### config.mk
export PLATFORM = sky130hd
export DESIGN_NAME = instruction_fetch_unit_flat
export DESIGN_NICKNAME = d
export VERILOG_FILES = /design/src/rtl/instruction_fetch_unit_if.sv /design/src/rtl/instruction_fetch_unit.sv /design/src/flat_wrapper.sv
export SDC_FILE = /design/constraint.sdc
export NUM_CORES = 1
export LEC_CHECK = 0
export ABC_CLOCK_PERIOD_IN_PS = 3200
export CELL_PAD_IN_SITES_DETAIL_PLACEMENT = 1
export CELL_PAD_IN_SITES_GLOBAL_PLACEMENT = 2
export CORE_MARGIN = 1
export CORE_UTILIZATION = 26
export DETAILED_ROUTE_END_ITERATION = 16
export PLACE_DENSITY_LB_ADDON = 0.1
export SETUP_SLACK_MARGIN = 0.1
export SKIP_LAST_GASP = 1
export SLEW_MARGIN = 30
export SYNTH_ARGS = -nofsm -noshare
export SYNTH_HDL_FRONTEND = slang
export SYNTH_SLANG_ARGS = --single-unit
### constraint.sdc
create_clock -name Clk_in -period 3.2 [get_ports Clk_in]
set_input_delay 0.32 -clock Clk_in [delete_from_list [all_inputs] [get_ports Clk_in]]
set_output_delay 0.32 -clock Clk_in [all_outputs]
set_load 0.05 [all_outputs]
### src/rtl/instruction_fetch_unit_if.sv
// ============================================================================
// Module   : instruction_fetch_unit_if
// Purpose  : Fetch-stage bundle: hazard/redirect inputs, instruction-memory
//            port and IF/ID register outputs. FetchCount only with FETCH_COUNT_EN.
// Revision : 1.0 - initial release
// ============================================================================
`default_nettype none

interface instruction_fetch_unit_if;
  logic        Stall;
  logic        Flush;
  logic        BranchTaken;
  logic [31:0] BranchTarget;
  logic        Jump;
  logic [31:0] JumpTarget;
  logic [31:0] IMemInstruction;
  logic [31:0] IMemAddress;
  logic [31:0] IF_ID_Instruction;
  logic [31:0] IF_ID_PCPlus4;
  logic        IF_ID_Valid;
  logic        Misaligned;
`ifdef FETCH_COUNT_EN
  logic [31:0] FetchCount;
`endif

  modport master (
    input  Stall, Flush, BranchTaken, BranchTarget, Jump, JumpTarget,
           IMemInstruction,
    output IMemAddress, IF_ID_Instruction, IF_ID_PCPlus4, IF_ID_Valid,
           Misaligned
`ifdef FETCH_COUNT_EN
    , output FetchCount
`endif
  );

  modport slave (
    output Stall, Flush, BranchTaken, BranchTarget, Jump, JumpTarget,
           IMemInstruction,
    input  IMemAddress, IF_ID_Instruction, IF_ID_PCPlus4, IF_ID_Valid,
           Misaligned
`ifdef FETCH_COUNT_EN
    , input FetchCount
`endif
  );
endinterface

`default_nettype wire

### src/rtl/instruction_fetch_unit.sv
// ============================================================================
// Module   : instruction_fetch_unit
// Purpose  : MIPS IF stage: PC, next-PC select, IF/ID register, sticky
//            misaligned-target flag. Optional macro FETCH_COUNT_EN adds a
//            valid-fetch counter.
// Revision : 1.0 - initial release
// ============================================================================
`default_nettype none

module instruction_fetch_unit #(
  parameter logic [31:0] RESET_PC = 32'h0000_0000
) (
  input  logic                     Clk_in,
  input  logic                     Rst,
  instruction_fetch_unit_if.master bus
);

  logic [31:0] pc;
  logic [31:0] pc_plus4;
  logic [31:0] next_pc;
  logic        redirect;
  logic [31:0] redirect_target;
  logic        target_misaligned;
  logic [31:0] ifid_instruction;
  logic [31:0] ifid_pc_plus4;
  logic        ifid_valid;
  logic        misaligned;
  logic        load_ifid;

  assign pc_plus4  = pc + 32'd4;
  assign load_ifid = !bus.Flush && !bus.Stall;

  // Branch wins over Jump: it belongs to the older instruction in EX.
  always_comb begin
    redirect          = bus.BranchTaken | bus.Jump;
    redirect_target   = bus.BranchTaken ? bus.BranchTarget : bus.JumpTarget;
    target_misaligned = redirect && (redirect_target[1:0] != 2'b00);
    next_pc           = pc;
    if (redirect)
      next_pc = {redirect_target[31:2], 2'b00};
    else if (!bus.Stall)
      next_pc = pc_plus4;
  end

  always_ff @(posedge Clk_in or posedge Rst) begin
    if (Rst) begin
      pc         <= RESET_PC;
      misaligned <= 1'b0;
    end else begin
      pc <= next_pc;
      if (target_misaligned)
        misaligned <= 1'b1;
    end
  end

  always_ff @(posedge Clk_in or posedge Rst) begin
    if (Rst) begin
      ifid_instruction <= 32'h0;
      ifid_pc_plus4    <= 32'h0;
      ifid_valid       <= 1'b0;
    end else if (bus.Flush) begin
      ifid_instruction <= 32'h0;
      ifid_pc_plus4    <= 32'h0;
      ifid_valid       <= 1'b0;
    end else if (!bus.Stall) begin
      ifid_instruction <= bus.IMemInstruction;
      ifid_pc_plus4    <= pc_plus4;
      ifid_valid       <= 1'b1;
    end
  end

`ifdef FETCH_COUNT_EN
  logic [31:0] fetch_count;

  always_ff @(posedge Clk_in or posedge Rst) begin
    if (Rst)
      fetch_count <= 32'h0;
    else if (load_ifid)
      fetch_count <= fetch_count + 32'd1;
  end

  assign bus.FetchCount = fetch_count;
`else
  logic unused_load_ifid;
  assign unused_load_ifid = load_ifid;
`endif

  assign bus.IMemAddress       = pc;
  assign bus.IF_ID_Instruction = ifid_instruction;
  assign bus.IF_ID_PCPlus4     = ifid_pc_plus4;
  assign bus.IF_ID_Valid       = ifid_valid;
  assign bus.Misaligned        = misaligned;

endmodule

`default_nettype wire

### src/flat_wrapper.sv
// flat-port wrapper written by rule: the top's interface ports become plain ports
module instruction_fetch_unit_flat 
#(
  parameter logic [31:0] RESET_PC = 32'h0000_0000
)
  (Clk_in, Rst, bus_Stall, bus_Flush, bus_BranchTaken, bus_BranchTarget, bus_Jump, bus_JumpTarget, bus_IMemInstruction, bus_IMemAddress, bus_IF_ID_Instruction, bus_IF_ID_PCPlus4, bus_IF_ID_Valid, bus_Misaligned);
  instruction_fetch_unit_if bus_i ();
  input  logic Clk_in;
  input  logic Rst;
  input wire logic [$bits(bus_i.Stall)-1:0] bus_Stall;
  input wire logic [$bits(bus_i.Flush)-1:0] bus_Flush;
  input wire logic [$bits(bus_i.BranchTaken)-1:0] bus_BranchTaken;
  input wire logic [$bits(bus_i.BranchTarget)-1:0] bus_BranchTarget;
  input wire logic [$bits(bus_i.Jump)-1:0] bus_Jump;
  input wire logic [$bits(bus_i.JumpTarget)-1:0] bus_JumpTarget;
  input wire logic [$bits(bus_i.IMemInstruction)-1:0] bus_IMemInstruction;
  output wire logic [$bits(bus_i.IMemAddress)-1:0] bus_IMemAddress;
  output wire logic [$bits(bus_i.IF_ID_Instruction)-1:0] bus_IF_ID_Instruction;
  output wire logic [$bits(bus_i.IF_ID_PCPlus4)-1:0] bus_IF_ID_PCPlus4;
  output wire logic [$bits(bus_i.IF_ID_Valid)-1:0] bus_IF_ID_Valid;
  output wire logic [$bits(bus_i.Misaligned)-1:0] bus_Misaligned;
  assign bus_i.Stall = bus_Stall;
  assign bus_i.Flush = bus_Flush;
  assign bus_i.BranchTaken = bus_BranchTaken;
  assign bus_i.BranchTarget = bus_BranchTarget;
  assign bus_i.Jump = bus_Jump;
  assign bus_i.JumpTarget = bus_JumpTarget;
  assign bus_i.IMemInstruction = bus_IMemInstruction;
  assign bus_IMemAddress = bus_i.IMemAddress;
  assign bus_IF_ID_Instruction = bus_i.IF_ID_Instruction;
  assign bus_IF_ID_PCPlus4 = bus_i.IF_ID_PCPlus4;
  assign bus_IF_ID_Valid = bus_i.IF_ID_Valid;
  assign bus_Misaligned = bus_i.Misaligned;
  instruction_fetch_unit #(.RESET_PC(RESET_PC)) u_core (.Clk_in(Clk_in), .Rst(Rst), .bus(bus_i));
endmodule
Word-level counts from Yosys, hierarchy flattened. Index checks and enable logic that the tools add are counted. W data, S select, Z words.

$add $sub $neg: 1. Equality and inequality tests: 2. Muxes and demuxes: 8. Bitwise operators: 1. Reduce and logical (&&, ||, !) cells: 2.

Operators with widths (count): $mux W32 (6); $add A32 B3 Y32 const B (1); $ne A2 B1 Y1 const B (2); $mux W1 (2); $reduce_bool A2 Y1 (1); $logic_and A1 B1 Y1 (1); $or A1 B1 Y1 (1).

Register bits: 98. Bits of input ports: 102. Logic and storage cells: 19.

Longest topological paths before layout.
Depth after elaboration: 3. Mapped depth: 8. Gate-level depth less buffers: 5.

Least setup slack after synthesis. Ideal clock, no wire load.

Kind: register to register. Start: register u_core.pc[2] (netlist: u_core.bus.IMemAddress[2]). End: register u_core.ifid_pc_plus4[26] (netlist: u_core.bus.IF_ID_PCPlus4[26]). Library setup time: 99 ps. Arrival time: 2216 ps. Required time: 3101 ps. Setup slack: 884 ps. Cell stages (with the launch flop): 7. Path buffers: 1. Period minus slack after synthesis: 2316 ps. Cell sequence: dfrtp_1 ha_1 and3_1 clkbuf_1 nand2_1 or4_1 a311oi_1.

Word-level cells in the longest chain between the ends: 3.

RTL lines: start, declared (line instruction_fetch_unit.sv:18) `logic [31:0] pc;`; start signal, assigned (line instruction_fetch_unit.sv:50) `pc <= next_pc;`; $add A32 B3 Y32 (line instruction_fetch_unit.sv:30) `assign pc_plus4 = pc + 32'd4;`; $mux W32 (line instruction_fetch_unit.sv:65) `end else if (!bus.Stall) begin`; $mux W32 (line instruction_fetch_unit.sv:61) `end else if (bus.Flush) begin`; end signal, assigned (line instruction_fetch_unit.sv:67) `ifid_pc_plus4 <= pc_plus4;`; end, declared (line instruction_fetch_unit.sv:25) `logic [31:0] ifid_pc_plus4;`.

Every way passes these cells. The select of a mux whose other input is x is not followed. A chain may end at the register's enable or synchronous reset.

Worst setup path in the final report.
Start: register u_core.pc[2] (netlist: u_core.bus.IMemAddress[2]). End: register u_core.pc[20] (netlist: u_core.bus.IMemAddress[20]).

Word-level cells in the longest chain between the ends: 3.

RTL lines: $add A32 B3 Y32 (line instruction_fetch_unit.sv:30); $mux W32 (line instruction_fetch_unit.sv:41) `else if (!bus.Stall)`; $mux W32 (line instruction_fetch_unit.sv:39) `if (redirect)`.

Every way passes these cells. The select of a mux whose other input is x is not followed.

==> results.py <==
metrics = {
    "outcome": {
        "status": "finished clean",
    },
    "job": {
        "drv_cap": 0,
    },
    "pwr": {
        "power.density_nw_per_um2": 468,
        "ir_drop_mv": 0.288,
        "total_power_uw": 3680,
        "p_leak_uw": 0.00312,
    },
    "route": {
        "highest_layer": "met4",
        "routed-wl-met3_microns": 1140,
        "wirelength_microns": 21400,
        "dr.pass1.iters": 4,
        "drt-met1-wl_microns": 9980,
        "wl_per_cell_microns": 20.9,
        "ant_nets": 0,
        "drc_errors": 0,
        "drt_iter0_drc": 264,
        "vias_per_cell": 5.22,
        "via_count": 5348,
        "met2_length_microns": 10100,
    },
    "cts": {
        "cts_buffers": 9,
        "post-cts-setup-buffers": 0,
        "clock-sinks": 95,
        "clkTransAtPathRegs_ns": 0.07,
        "clockRootBuffer": "clkbuf_16",
        "cts_buffer_depth": 2,
        "cts_tree": "done",
        "cts_resized": 0,
        "ctsHoldBuffers": 0,
        "h-tree-depth": 3,
        "clock_latency_ns": 0.35,
    },
    "layout": {
        "drive_gt1_share_pct": 5.84,
        "multiInputGateArea_sq_um": 2700,
        "final_area_sq_um": 7850,
        "finish.net_count": 852,
        "diodes": 0,
        "fill_cells": 2328,
        "synthToLayoutAreaGrowth_pct": 45.0,
        "final-seq-area_sq_um": 2380,
    },
    "min_path": {
        "worstHoldStart": "bus_Stall",
        "hold_class": "in -> reg",
    },
    "place": {
        "port_buffers": 197,
        "postPlaceCellArea_sq_um": 7550,
        "routabilityCongestion": 0.782,
        "hpwl_microns": 15200,
    },
    "yosys": {
        "synth_edf_count": 0,
        "synth_largest_area_cell": "dfrtp_1",
        "yosys_most_used_dff": "dfrtp_1",
        "synth-compound-area-share_pct": 21.5,
        "syn_avg_cell_area_sq_um": 9.24,
        "netlist_area_sq_um": 5420,
        "ys_ff_latch": 95,
        "synthMuxAreaShare_pct": 7.97,
        "ys_types": 53,
        "ys_warn_count": 0,
        "synth_top_area_share_pct": 43.9,
        "synthArstFlopShare_pct": 100,
        "seq_area_frac_synth_pct": 43.9,
        "yosys-top-cells-area": "dfrtp_1 (44%), mux2i_1 (7.8%), nor2_1 (4.9%)",
        "synth_top_family_by_area": "compound AO/OA/AOI/OAI gates",
        "synthCells": 586,
        "synth-simple-area-share_pct": 17.9,
        "synth_xor_area_share_pct": 2.10,
        "synthAdderAreaFrac_pct": 0.231,
    },
    "floorplanning": {
        "die_h_microns": 146,
        "fp.dieW_microns": 146,
        "die_area_sq_um": 21400,
        "core-area_sq_um": 20300,
        "rows": 52,
        "start_util_pct": 26.7,
        "io-pin-count": 200,
    },
    "global_routing": {
        "grt-ovfl-total": 0,
        "grt_util_all_layers_pct": 20.3,
        "antenna_found_initial": 0,
        "grt_max_degree": 61,
        "grt_pass1_vias": 5521,
        "grt_first_pass_wirelength_microns": 33400,
    },
    "worst_setup_path": {
        "crit_start": "u_core.bus.IMemAddress[2]$_DFFE_PP0N_",
        "r2r-start": "u_core.bus.IMemAddress[2]$_DFFE_PP0N_",
        "endpoint_kind": "register",
        "path_cells": "ha_1 > nand3_1 > or4_1 > o211a_1 > a221oi_1",
        "cp-start-kind": "register",
        "slowest_delay_ns": 0.77,
        "critPathKind": "reg -> reg",
        "path_max_fanout": 11,
        "required_ns": 3.45,
        "cp.arrival_ns": 2.79,
        "cpMaxStageDelayCell": "or4_1",
    },
    "timing": {
        "setup_viol_count_final": 0,
        "finalClockSkew_ns": 0.00692,
        "rsz0062_at_grt": "false",
        "fin_crit_sh_pct": 79.5,
        "hold_ws_ns": 0.432,
        "worst_pin_slew_ns": 0.732,
        "maxSlewHeadroom_pct": 51.2,
        "setup_tns_ns": 0,
        "layout_min_cycle_time_ns": 2.54,
        "finalHoldViolations": 0,
        "fmaxAchievable_ghz": 0.393,
        "drv_slew": 0,
    },
}
synthesized netlist by cell type (all sizes together), types with 14 or more instances:
cell type   n
a211oi     17
a21oi      23
a311oi     16
buf        23
clkbuf     35
dfrtp      95
inv        17
mux2i      42
nand2      37
nand4      14
nor2       70
nor3       17
o21ai      25
layout make-up:
cell class / count / share of cell area [%]
inverter: 18 / 0.892
clock buffer: 9 / 2.87
clock inverter: 7 / 0.940
tap: 270 / 4.30
multi-input combinational: 416 / 34.4
sequential: 95 / 30.3
timing repair buffer: 209 / 26.3
power by group:
group / switching, uW / total (uW) / internal, uW / leakage [uW]
Clock: 515 / 1120 / 608 / 0.000145
Combinational: 681 / 1110 / 432 / 0.00174
Sequential: 144 / 1440 / 1300 / 0.00124
Total: 1340 / 3680 / 2340 / 0.00312
final timing paths:
check	to	slack, ns	cells past startpoint
hold / removal	u_core.bus.IF_ID_PCPlus4[5]$_DFFE_PP0P_	0.43	3
max in group asynchronous	u_core.bus.IF_ID_PCPlus4[24]$_DFFE_PP0P_	2.01	3
min in group asynchronous	u_core.bus.IF_ID_PCPlus4[17]$_DFFE_PP0P_	0.46	2
setup / recovery	u_core.bus.IMemAddress[20]$_DFFE_PP0N_	0.66	5
hold reg to reg	u_core.bus.Misaligned$_DFFE_PP0P_	0.52	2
setup reg to reg	u_core.bus.IMemAddress[20]$_DFFE_PP0N_	0.66	5
flip-flops by register name, summed over array words and instances, names as in the netlist:
name,cells
u_core.bus.IF_ID_Instruction,32
u_core.bus.IF_ID_PCPlus4,31
u_core.bus.IF_ID_Valid,1
u_core.bus.IMemAddress,30
u_core.bus.Misaligned,1
routing by layer:
| metal | track usage (%) | up-vias |
|---|---|---|
| li1 | - | 2498 |
| met1 | 27.8 | 2704 |
| met2 | 32.7 | 137 |
| met3 | 4.41 | 9 |
| met4 | 4.64 | 0 |
| met5 | 0 | - |
cell families (layout without fill, tap and decap cells):
logic type | after synthesis | in the layout
AND/OR/NAND/NOR | 194 | 194
AO/OA/AOI/OAI | 163 | 163
flip-flops | 95 | 95
buffers and inverters | 76 | 243
multiplexers | 43 | 43
XOR/XNOR | 13 | 13
adder cells (fa/ha/maj) | 1 | 1
other | 1 | 2
through the flow:
step	cells	util [%]	worst slack (ns)
after global routing	1024	38.7	0.464
after floorplan	587	-	0.403
after detailed placement	1008	37.2	0.693
final	1024	38.7	0.655
after CTS	1024	38.7	0.669
after global placement	1008	37.2	0.768
worst max-delay path, delay by kind of cell (launching register included):
kind / cells / cell delay [ns]
flip-flops: 1 / 0.49
AND/OR/NAND/NOR: 2 / 1.20
adder cells (fa/ha/maj): 1 / 0.29
AO/OA/AOI/OAI: 2 / 0.45
layout by cell type (no fill, tap or decap), types with 10 or more instances in the layout:
master and count:
a311oi_1 16, clkdlybuf4s50_1 194, a22oi_1 10, nor4_1 10, o21ai_0 25, mux2i_1 42, inv_1 16, nand3_1 11
nand2_1 37, dfrtp_1 95, nor3_1 17, nor2_1 70, a21oi_1 23, buf_4 13, nand4_1 13, a211oi_1 17
(Power assumes the default switching activity.)
